--- src/rtl/rv_scoreboard_pkg.sv ---
// Shared scoreboard constants and the decoder-to-hazard issue bundle.
// No logic, so no latency and no backpressure.
package rv_scoreboard_pkg;

    localparam int SB_NREG       = 32;
    localparam int SB_MAX_LAT    = 4;
    localparam int SB_COMMIT_LAT = 1;
    localparam int SB_RW         = $clog2(SB_NREG);
    localparam int SB_LW         = $clog2(SB_MAX_LAT + 1);

    typedef struct packed {
        logic             valid;
        logic [SB_RW-1:0] rs1;
        logic             rs1_use;
        logic [SB_RW-1:0] rs2;
        logic             rs2_use;
        logic [SB_RW-1:0] rd;
        logic             rd_we;
        logic [SB_LW-1:0] lat;
    } sb_issue_t;

endpackage

--- src/rtl/rv_scoreboard_if.sv ---
// Issue/flush request from decode and the hazard view back from the scoreboard.
// Pure wiring; stall is the only backpressure and is combinational.
interface rv_scoreboard_if
    import rv_scoreboard_pkg::*;
#(
    parameter int NREG    = SB_NREG,
    parameter int MAX_LAT = SB_MAX_LAT
) ();

    localparam int RW = $clog2(NREG);
    localparam int LW = $clog2(MAX_LAT + 1);

    logic          issue_valid;
    logic [RW-1:0] issue_rs1;
    logic          issue_rs1_use;
    logic [RW-1:0] issue_rs2;
    logic          issue_rs2_use;
    logic [RW-1:0] issue_rd;
    logic          issue_rd_we;
    logic [LW-1:0] issue_lat;
    logic          flush;
    logic          stall;
    logic          issue_fire;
    logic [NREG-1:0] busy_vec;
    logic [RW:0]   busy_cnt;

    modport master (
        output issue_valid, issue_rs1, issue_rs1_use, issue_rs2, issue_rs2_use,
        output issue_rd, issue_rd_we, issue_lat, flush,
        input  stall, issue_fire, busy_vec, busy_cnt
    );

    modport slave (
        input  issue_valid, issue_rs1, issue_rs1_use, issue_rs2, issue_rs2_use,
        input  issue_rd, issue_rd_we, issue_lat, flush,
        output stall, issue_fire, busy_vec, busy_cnt
    );

endinterface

--- src/rtl/rv_sb_entry.sv ---
// One destination-register pending counter: load, saturating decrement, flush-clear.
// Updates every clock; no handshake.
module rv_sb_entry #(
    parameter int LW         = 3,
    parameter int COMMIT_LAT = 1
) (
    input  logic          CLK,
    input  logic          RST,
    input  logic          load,
    input  logic [LW-1:0] load_val,
    input  logic          flush,
    output logic [LW-1:0] cnt,
    output logic          busy
);

    always_ff @(posedge CLK) begin
        if (!RST) begin
            cnt <= '0;
        end else if (flush && (cnt > LW'(COMMIT_LAT))) begin
            // still speculative: the producer is squashed
            cnt <= '0;
        end else if (load) begin
            cnt <= load_val;
        end else if (cnt != '0) begin
            cnt <= cnt - LW'(1);
        end
    end

    assign busy = (cnt != '0);

endmodule

--- src/rtl/rv_scoreboard.sv ---
// Register scoreboard: RAW/WAW issue stall with per-register writeback down-counters.
// stall/issue_fire are combinational; counters and busy views update on the next edge.
module rv_scoreboard
    import rv_scoreboard_pkg::*;
#(
    parameter int NREG       = SB_NREG,
    parameter int MAX_LAT    = SB_MAX_LAT,
    parameter int COMMIT_LAT = SB_COMMIT_LAT
) (
    input logic           CLK,
    input logic           RST,
    rv_scoreboard_if.slave sb
);

    localparam int RW = $clog2(NREG);
    localparam int LW = $clog2(MAX_LAT + 1);

    logic [NREG-1:0][LW-1:0] cnt;
    logic [NREG-1:0]         busy;
    logic [LW-1:0]           lat_c;
    logic                    raw_hit;
    logic                    waw_hit;
    logic                    stall;
    logic                    fire;
    logic                    load_en;
    logic [RW:0]             pop;

    assign cnt[0]  = '0;
    assign busy[0] = 1'b0;

    assign lat_c = (sb.issue_lat > LW'(MAX_LAT)) ? LW'(MAX_LAT) : sb.issue_lat;

    // x0 has a constant zero counter, so index 0 can never hit either check.
    assign raw_hit = (sb.issue_rs1_use && (cnt[sb.issue_rs1] != '0)) ||
                     (sb.issue_rs2_use && (cnt[sb.issue_rs2] != '0));
    assign waw_hit = sb.issue_rd_we && (sb.issue_rd != '0) && (cnt[sb.issue_rd] > lat_c);

    assign stall   = sb.issue_valid && (raw_hit || waw_hit);
    assign fire    = sb.issue_valid && !stall && !sb.flush;
    assign load_en = fire && sb.issue_rd_we && (sb.issue_rd != '0) && (lat_c != '0);

    for (genvar r = 1; r < NREG; r++) begin : g_entry
        rv_sb_entry #(
            .LW         (LW),
            .COMMIT_LAT (COMMIT_LAT)
        ) u_entry (
            .CLK      (CLK),
            .RST      (RST),
            .load     (load_en && (sb.issue_rd == RW'(r))),
            .load_val (lat_c),
            .flush    (sb.flush),
            .cnt      (cnt[r]),
            .busy     (busy[r])
        );
    end

    always_comb begin
        pop = '0;
        for (int i = 0; i < NREG; i++) begin
            pop = pop + (RW+1)'(busy[i]);
        end
    end

    assign sb.stall      = stall;
    assign sb.issue_fire = fire;
    assign sb.busy_vec   = busy;
    assign sb.busy_cnt   = pop;

endmodule

--- src/flat_wrapper.sv ---
// flat-port wrapper written by rule: the top's interface ports become plain ports
module rv_scoreboard_flat import rv_scoreboard_pkg::*;
#(
    parameter int NREG       = SB_NREG,
    parameter int MAX_LAT    = SB_MAX_LAT,
    parameter int COMMIT_LAT = SB_COMMIT_LAT
)
  (CLK, RST, sb_issue_valid, sb_issue_rs1, sb_issue_rs1_use, sb_issue_rs2, sb_issue_rs2_use, sb_issue_rd, sb_issue_rd_we, sb_issue_lat, sb_flush, sb_stall, sb_issue_fire, sb_busy_vec, sb_busy_cnt);
  rv_scoreboard_if #(.NREG(NREG), .MAX_LAT(MAX_LAT)) sb_i ();
  input logic CLK;
  input logic RST;
  input wire logic [$bits(sb_i.issue_valid)-1:0] sb_issue_valid;
  input wire logic [$bits(sb_i.issue_rs1)-1:0] sb_issue_rs1;
  input wire logic [$bits(sb_i.issue_rs1_use)-1:0] sb_issue_rs1_use;
  input wire logic [$bits(sb_i.issue_rs2)-1:0] sb_issue_rs2;
  input wire logic [$bits(sb_i.issue_rs2_use)-1:0] sb_issue_rs2_use;
  input wire logic [$bits(sb_i.issue_rd)-1:0] sb_issue_rd;
  input wire logic [$bits(sb_i.issue_rd_we)-1:0] sb_issue_rd_we;
  input wire logic [$bits(sb_i.issue_lat)-1:0] sb_issue_lat;
  input wire logic [$bits(sb_i.flush)-1:0] sb_flush;
  output wire logic [$bits(sb_i.stall)-1:0] sb_stall;
  output wire logic [$bits(sb_i.issue_fire)-1:0] sb_issue_fire;
  output wire logic [$bits(sb_i.busy_vec)-1:0] sb_busy_vec;
  output wire logic [$bits(sb_i.busy_cnt)-1:0] sb_busy_cnt;
  assign sb_i.issue_valid = sb_issue_valid;
  assign sb_i.issue_rs1 = sb_issue_rs1;
  assign sb_i.issue_rs1_use = sb_issue_rs1_use;
  assign sb_i.issue_rs2 = sb_issue_rs2;
  assign sb_i.issue_rs2_use = sb_issue_rs2_use;
  assign sb_i.issue_rd = sb_issue_rd;
  assign sb_i.issue_rd_we = sb_issue_rd_we;
  assign sb_i.issue_lat = sb_issue_lat;
  assign sb_i.flush = sb_flush;
  assign sb_stall = sb_i.stall;
  assign sb_issue_fire = sb_i.issue_fire;
  assign sb_busy_vec = sb_i.busy_vec;
  assign sb_busy_cnt = sb_i.busy_cnt;
  rv_scoreboard #(.NREG(NREG), .MAX_LAT(MAX_LAT), .COMMIT_LAT(COMMIT_LAT)) u_core (.CLK(CLK), .RST(RST), .sb(sb_i));
endmodule
--- config.mk ---
export PLATFORM = sky130hd
export DESIGN_NAME = rv_scoreboard_flat
export DESIGN_NICKNAME = d
export VERILOG_FILES = /design/src/rtl/rv_scoreboard_pkg.sv /design/src/rtl/rv_scoreboard_if.sv /design/src/rtl/rv_sb_entry.sv /design/src/rtl/rv_scoreboard.sv /design/src/flat_wrapper.sv
export SDC_FILE = /design/constraint.sdc
export NUM_CORES = 1
export LEC_CHECK = 0
export CAP_MARGIN = 20
export CORE_MARGIN = 5
export CORE_UTILIZATION = 50
export DETAILED_ROUTE_END_ITERATION = 12
export GPL_TIMING_DRIVEN = 0
export PLACE_DENSITY = 0.78
export SETUP_SLACK_MARGIN = 0.4
export SYNTH_ARGS = -nofsm -noshare
export SYNTH_HDL_FRONTEND = slang
export SYNTH_SLANG_ARGS = --single-unit
export TNS_END_PERCENT = 5
--- constraint.sdc ---
create_clock -name CLK -period 16.75 [get_ports CLK]
set_input_delay 1.675 -clock CLK [delete_from_list [all_inputs] [get_ports CLK]]
set_output_delay 1.675 -clock CLK [all_outputs]
set_load 0.02 [all_outputs]
=== After elaboration in Yosys (flattened, before gate mapping) ===
Index checks and enable logic that the tools add are counted.

* Word-level logic and storage cells: 402
* Output and inout port bits: 40
* Register bits after elaboration: 93
* Input bits: 25

* Bitwise gates (word level): 1
* $add $sub $neg: 61
* Reductions and logical operators: 173
* Magnitude comparators: 36
* Equality and inequality tests: 31
* Multiplexer cells: 69

{| class="wikitable"
|+ Operators by type and width
! kind !! count
|-
| 3-bit 2-to-1 mux || 66
|-
| 6-bit by 1-bit adder with 6-bit output || 29
|-
| 3-bit nonzero test || 34
|-
| 3-bit by 1-bit greater-than comparator with 1-bit output, second input constant || 31
|-
| 3-bit by 1-bit subtractor with 3-bit output, second input constant || 31
|-
| 5-bit equality test, second input constant || 16
|-
| 1-bit logical AND || 72
|-
| 2-bit nonzero test || 31
|-
| 2-bit OR reduction || 31
|-
| 3-bit binary-select mux with 5-bit select || 3
|-
| 5-bit by 4-bit equality test with 1-bit output, second input constant || 8
|-
| 5-bit by 3-bit equality test with 1-bit output, second input constant || 4
|-
| 5-bit by 6-bit < comparator with 1-bit output, second input constant || 3
|-
| 5-bit by 2-bit equality test with 1-bit output, second input constant || 2
|-
| 5-bit by 1-bit equality test with 1-bit output, second input constant || 1
|-
| 5-bit nonzero test || 1
|-
| 3-bit greater-than comparator || 1
|-
| 3-bit greater-than comparator, second input constant || 1
|-
| 1-bit by 1-bit adder with 2-bit output || 1
|-
| 1-bit logical NOT || 2
|-
| 1-bit logical OR || 2
|-
| 1-bit inverter || 1
|}

=== Longest topological paths before layout ===
* Depth after elaboration: 31
* Depth in mapped cells: 21
* Mapped depth without buffers: 21

=== Hierarchy ===
Synthesis repeated with hierarchy kept, for this count alone.

* Cell total of the unflattened synthesis: 1188
* Area, all modules: 10045.9 µm²

{| class="wikitable"
|+ Modules (own cells, without submodules)
! module !! seq. area each (µm²) !! area an instance (µm²) !! cells each !! instances
|-
| rv_sb_entry || 60.1 || 219.0 || 26 || 31
|-
| rv_scoreboard || 0.0 || 3258.1 || 382 || 1
|}

=== Worst setup path after synthesis ===
No wires, ideal clock.

* Path type: register -> output
* Start point: register u_core.g_entry[2].u_entry.cnt[0]
* End point: output port sb_busy_cnt[4]
* Cell stages (with the launch flop): 21
* Slack: 9.623 ns
* Required time: 15.075 ns
* Buffers on the path: 0
* Arrival time: 5.452 ns
* Cells stage by stage: dfxtp_1 -> inv_1 -> ha_1 -> nor2b_1 -> inv_1 -> ha_1 -> inv_1 -> fa_1 -> fa_1 -> fa_1 -> fa_1 -> fa_1 -> fa_1 -> inv_1 -> ha_1 -> inv_1 -> fa_1 -> inv_1 -> a21o_1 -> a21oi_1 -> xnor2_1

* Longest elaborated chain between the ends: 31

{| class="wikitable"
|+ RTL lines
! item !! RTL line !! text
|-
| start: declaration || rv_sb_entry.sv:12 || <nowiki>output logic [LW-1:0] cnt,</nowiki>
|-
| start signal: assignment || rv_sb_entry.sv:23 || <nowiki>cnt <= load_val;</nowiki>
|-
| start signal: assignment || rv_sb_entry.sv:25 || <nowiki>cnt <= cnt - LW'(1);</nowiki>
|-
| 3-bit nonzero test || rv_sb_entry.sv:29 || <nowiki>assign busy = (cnt != '0);</nowiki>
|-
| via u_core.g_entry[2].u_entry.busy || rv_sb_entry.sv:13 || <nowiki>output logic busy</nowiki>
|-
| 1-bit by 1-bit adder with 2-bit output || rv_scoreboard.sv:60 || <nowiki>pop = pop + (RW+1)'(busy[i]);</nowiki>
|-
| 6-bit by 1-bit adder with 6-bit output (29 in series) || rv_scoreboard.sv:60 ||
|-
| end: declaration || flat_wrapper.sv:24 || <nowiki>output wire logic [$bits(sb_i.busy_cnt)-1:0] sb_busy_cnt;</nowiki>
|}

The timed path passes the listed nets, and every way through them passes these cells.

=== Worst setup path after layout ===
Ends and elaborated chain as after synthesis.

==> flow_summary.yaml <==
cells_and_area:
  multiInputGateArea_mm2: 0.00675
  fillerInstances: 1844
  drive_above_1_share_pct: 12.8
  largest_register_ffs: 93
  fin_cells: 1566
  seq_area_mm2: 0.00186
  top_regs: "u_core.g_entry.u_entry.cnt (93)"
  nets: 1417
  largest_register: "u_core.g_entry.u_entry.cnt"
  area_delta_synth_final_pct: 12.4
clocking:
  cts_resized: 0
  clock_path_buffers: 2
  clkTransAtPathRegs_ps: 70
  cts_tree: "built"
  htree_levels: 3
  clock_latency_ps: 370
  post_cts_buffers: 0
  clkSinkCount: 93
  cts-root-buf: "clkbuf_16"
  holdBufCountCts: 0
  numCtsBuffers: 9
grt:
  grt_max_degree: 16
  grt_overflow: 0
  antenna_found_initial: 0
  grtUsageMet1_pct: 40.6
  grt_pass1_wl_um: 53900
  grtUsageTotal_pct: 31.6
  grt_busiest_layer: "met2"
  grt_pass1_vias: 9454
  met3_usage_pct: 7.51
  use_met2_pct: 49.2
placement:
  place_ws_ps: 8540
  gp_congestion: 1.03
  dp_cells: 1549
  io_buffers: 58
  dp_hpwl_um: 27400
routing:
  detail_route.wl_per_cell_um: 22.5
  drt_iter0_drc: 1030
  drt_pre_antenna_iters: 6
  num_vias: 9936
  drt_wl_total_um: 35300
  drt.antenna.violating_nets: 0
  drc: 0
  viasPerCell: 6.34
timing:
  final.setup.worst_slack_ps: 8380
  slew_viol_final: 0
  tightest_slew_ps: 1090
  period_needed_ps: 8370
  max_slew_margin_pct: 26.5
  hold_violations: 0
  rsz0062_at_grt: "no"
  fmax_mhz: 120
  clock-skew-final_ps: 12.0
  finalSetupViolCount: 0
  period_share_pct: 50.0
  tns_ps: 0
worst_hold_path:
  hold_path_class: "reg2reg"
logic_synthesis:
  postSynthNetCount: 1348
  synth.yosys.seq_area_share_pct: 19.1
  synth_commonest_cells: "inv_1 (136), nor2_1 (124), dfxtp_1 (93), ha_1 (74), a21oi_1 (69)"
  synthDistinctLibCells: 61
  syn_area_mm2: 0.00977
  synth_edf_count: 0
  synth_top_cell_by_area: "dfxtp_1"
  synth.top_cell.area_share_pct: 19.1
  syn_area_per_cell_um2: 7.97
  synthTopCellsByArea: "dfxtp_1 (19%), ha_1 (9.5%), mux4_2 (6.2%)"
  synth_cells: 1226
  post-synth-top-count-cell: "inv_1"
  ys_ff_latch: 93
  ys.flop_type: "dfxtp_1"
  yosys_warnings: 0
  async_flop_share_pct: 0
worst_setup_path:
  crit_arrival_ps: 6690
  start_kind: "register"
  critPathMostFrequentCell: "fa_1"
  crit_slowest_cell: "clkdlybuf4s50_1"
  crit_path_max_incr_delay_ps: 620
  crit_type: "reg2out"
  crit_path_max_fanout: 4
  cp.required_ps: 15070
  cp-end-kind: "output pin"
  path_cells: "inv_1, ha_1, nor2b_1, inv_1, ha_1, inv_1, fa_1, fa_1, fa_1, fa_1, fa_1, fa_1, inv_1, ha_1, inv_1, fa_1, inv_1, a21o_1, a21oi_1, xnor2_1, clkdlybuf4s50_1"
die:
  die_h_um: 150
  dieArea_mm2: 0.0224
  initial_core_util_pct: 50.5
  row_count: 51
  core_area_mm2: 0.0193
  io_pins: 65
  die_w_um: 150
flow_run:
  maxCapViolations: 0
outcome:
  status: "finished, final reports clean"
[through the flow]
| stage | hold WS (ps) | util, % | cell area, um2 |
|---|---|---|---|
| 2_1_floorplan | 567 | - | 9770 |
| 6_report | 633 | 56.8 | 11000 |
| 3_5_place_dp | 620 | 55.2 | 10700 |
| 5_1_grt | 668 | 56.8 | 11000 |
| 3_3_place_gp | 617 | 55.2 | 10700 |
| 4_1_cts | 630 | 56.8 | 11000 |
[logic make-up (layout without fill, tap and decap cells)]
family / count (synthesis) / in the layout / share of synthesized area [%]
other cells: 1 / 2 / 0.0384
flops: 93 / 93 / 19.1
mux: 94 / 94 / 13.6
compound gates: 258 / 258 / 18.4
xor+xnor: 34 / 34 / 3.05
simple gates: 390 / 390 / 19.8
buf+inv: 259 / 333 / 11.8
fa+ha+maj: 97 / 97 / 14.2
[metal layers]
metal	vias to the layer above	wire, um
met5	-	0
met4	0	2440
met3	157	3880
met2	675	15400
met1	4641	13600
li1	4463	-
[cell type report]
type / count / area share [%]
plain buffers: 122 / 5.85
diodes: 1 / 0.0228
inverters: 137 / 4.68
clock buffers: 11 / 2.12
multi-input cells: 874 / 61.5
clock inverters: 5 / 0.547
repair buffers: 58 / 5.29
flip-flops and latches: 93 / 17.0
well taps: 265 / 3.02
[worst paths after layout]
check | endpoint | depth (start not counted) | start | slack (ps)
worst max register to register | u_core.g_entry[2].u_entry.cnt[2]$_SDFFE_PP0P_ | 12 | u_core.g_entry[26].u_entry.cnt[1]$_SDFFE_PP0P_ | 12420
worst min-delay path | u_core.g_entry[19].u_entry.cnt[0]$_SDFFE_PP0P_ | 3 | u_core.g_entry[19].u_entry.cnt[0]$_SDFFE_PP0P_ | 630
worst min register to register | u_core.g_entry[19].u_entry.cnt[0]$_SDFFE_PP0P_ | 3 | u_core.g_entry[19].u_entry.cnt[0]$_SDFFE_PP0P_ | 630
worst max-delay path | sb_busy_cnt[4] | 21 | u_core.g_entry[2].u_entry.cnt[0]$_SDFFE_PP0P_ | 8380
[worst max-delay path, delay by kind of cell (launching register included)]
kind,cells,cell delay [ps]
fa+ha+maj,10,4130
buf+inv,7,1170
simple gates,1,360
flops,1,320
compound gates,2,180
xor+xnor,1,150
[cell usage in the layout, fill, tap and decap left out, drive strengths merged, types with 4 or more instances in the layout]
master / n
inv: 137
nor2: 124
dfxtp: 93
ha: 74
a21oi: 69
clkbuf: 67
buf: 66
clkdlybuf4s50: 58
nand2: 51
o21ai: 50
nor3: 46
nand3: 39
mux2: 37
nor2b: 35
xnor2: 34
a311o: 30
mux2i: 30
mux4: 27
o31ai: 27
nand4: 25
nor4: 24
a31o: 23
fa: 23
nand2b: 13
a211oi: 10
or3: 9
a21o: 5
a311oi: 5
a41oi: 5
o21a: 4
a31oi: 4
or4: 4
nor4b: 4
o41ai: 4
Power is not shown: default switching activity piles up to over one toggle a cycle in this logic, so the estimate is an artifact.
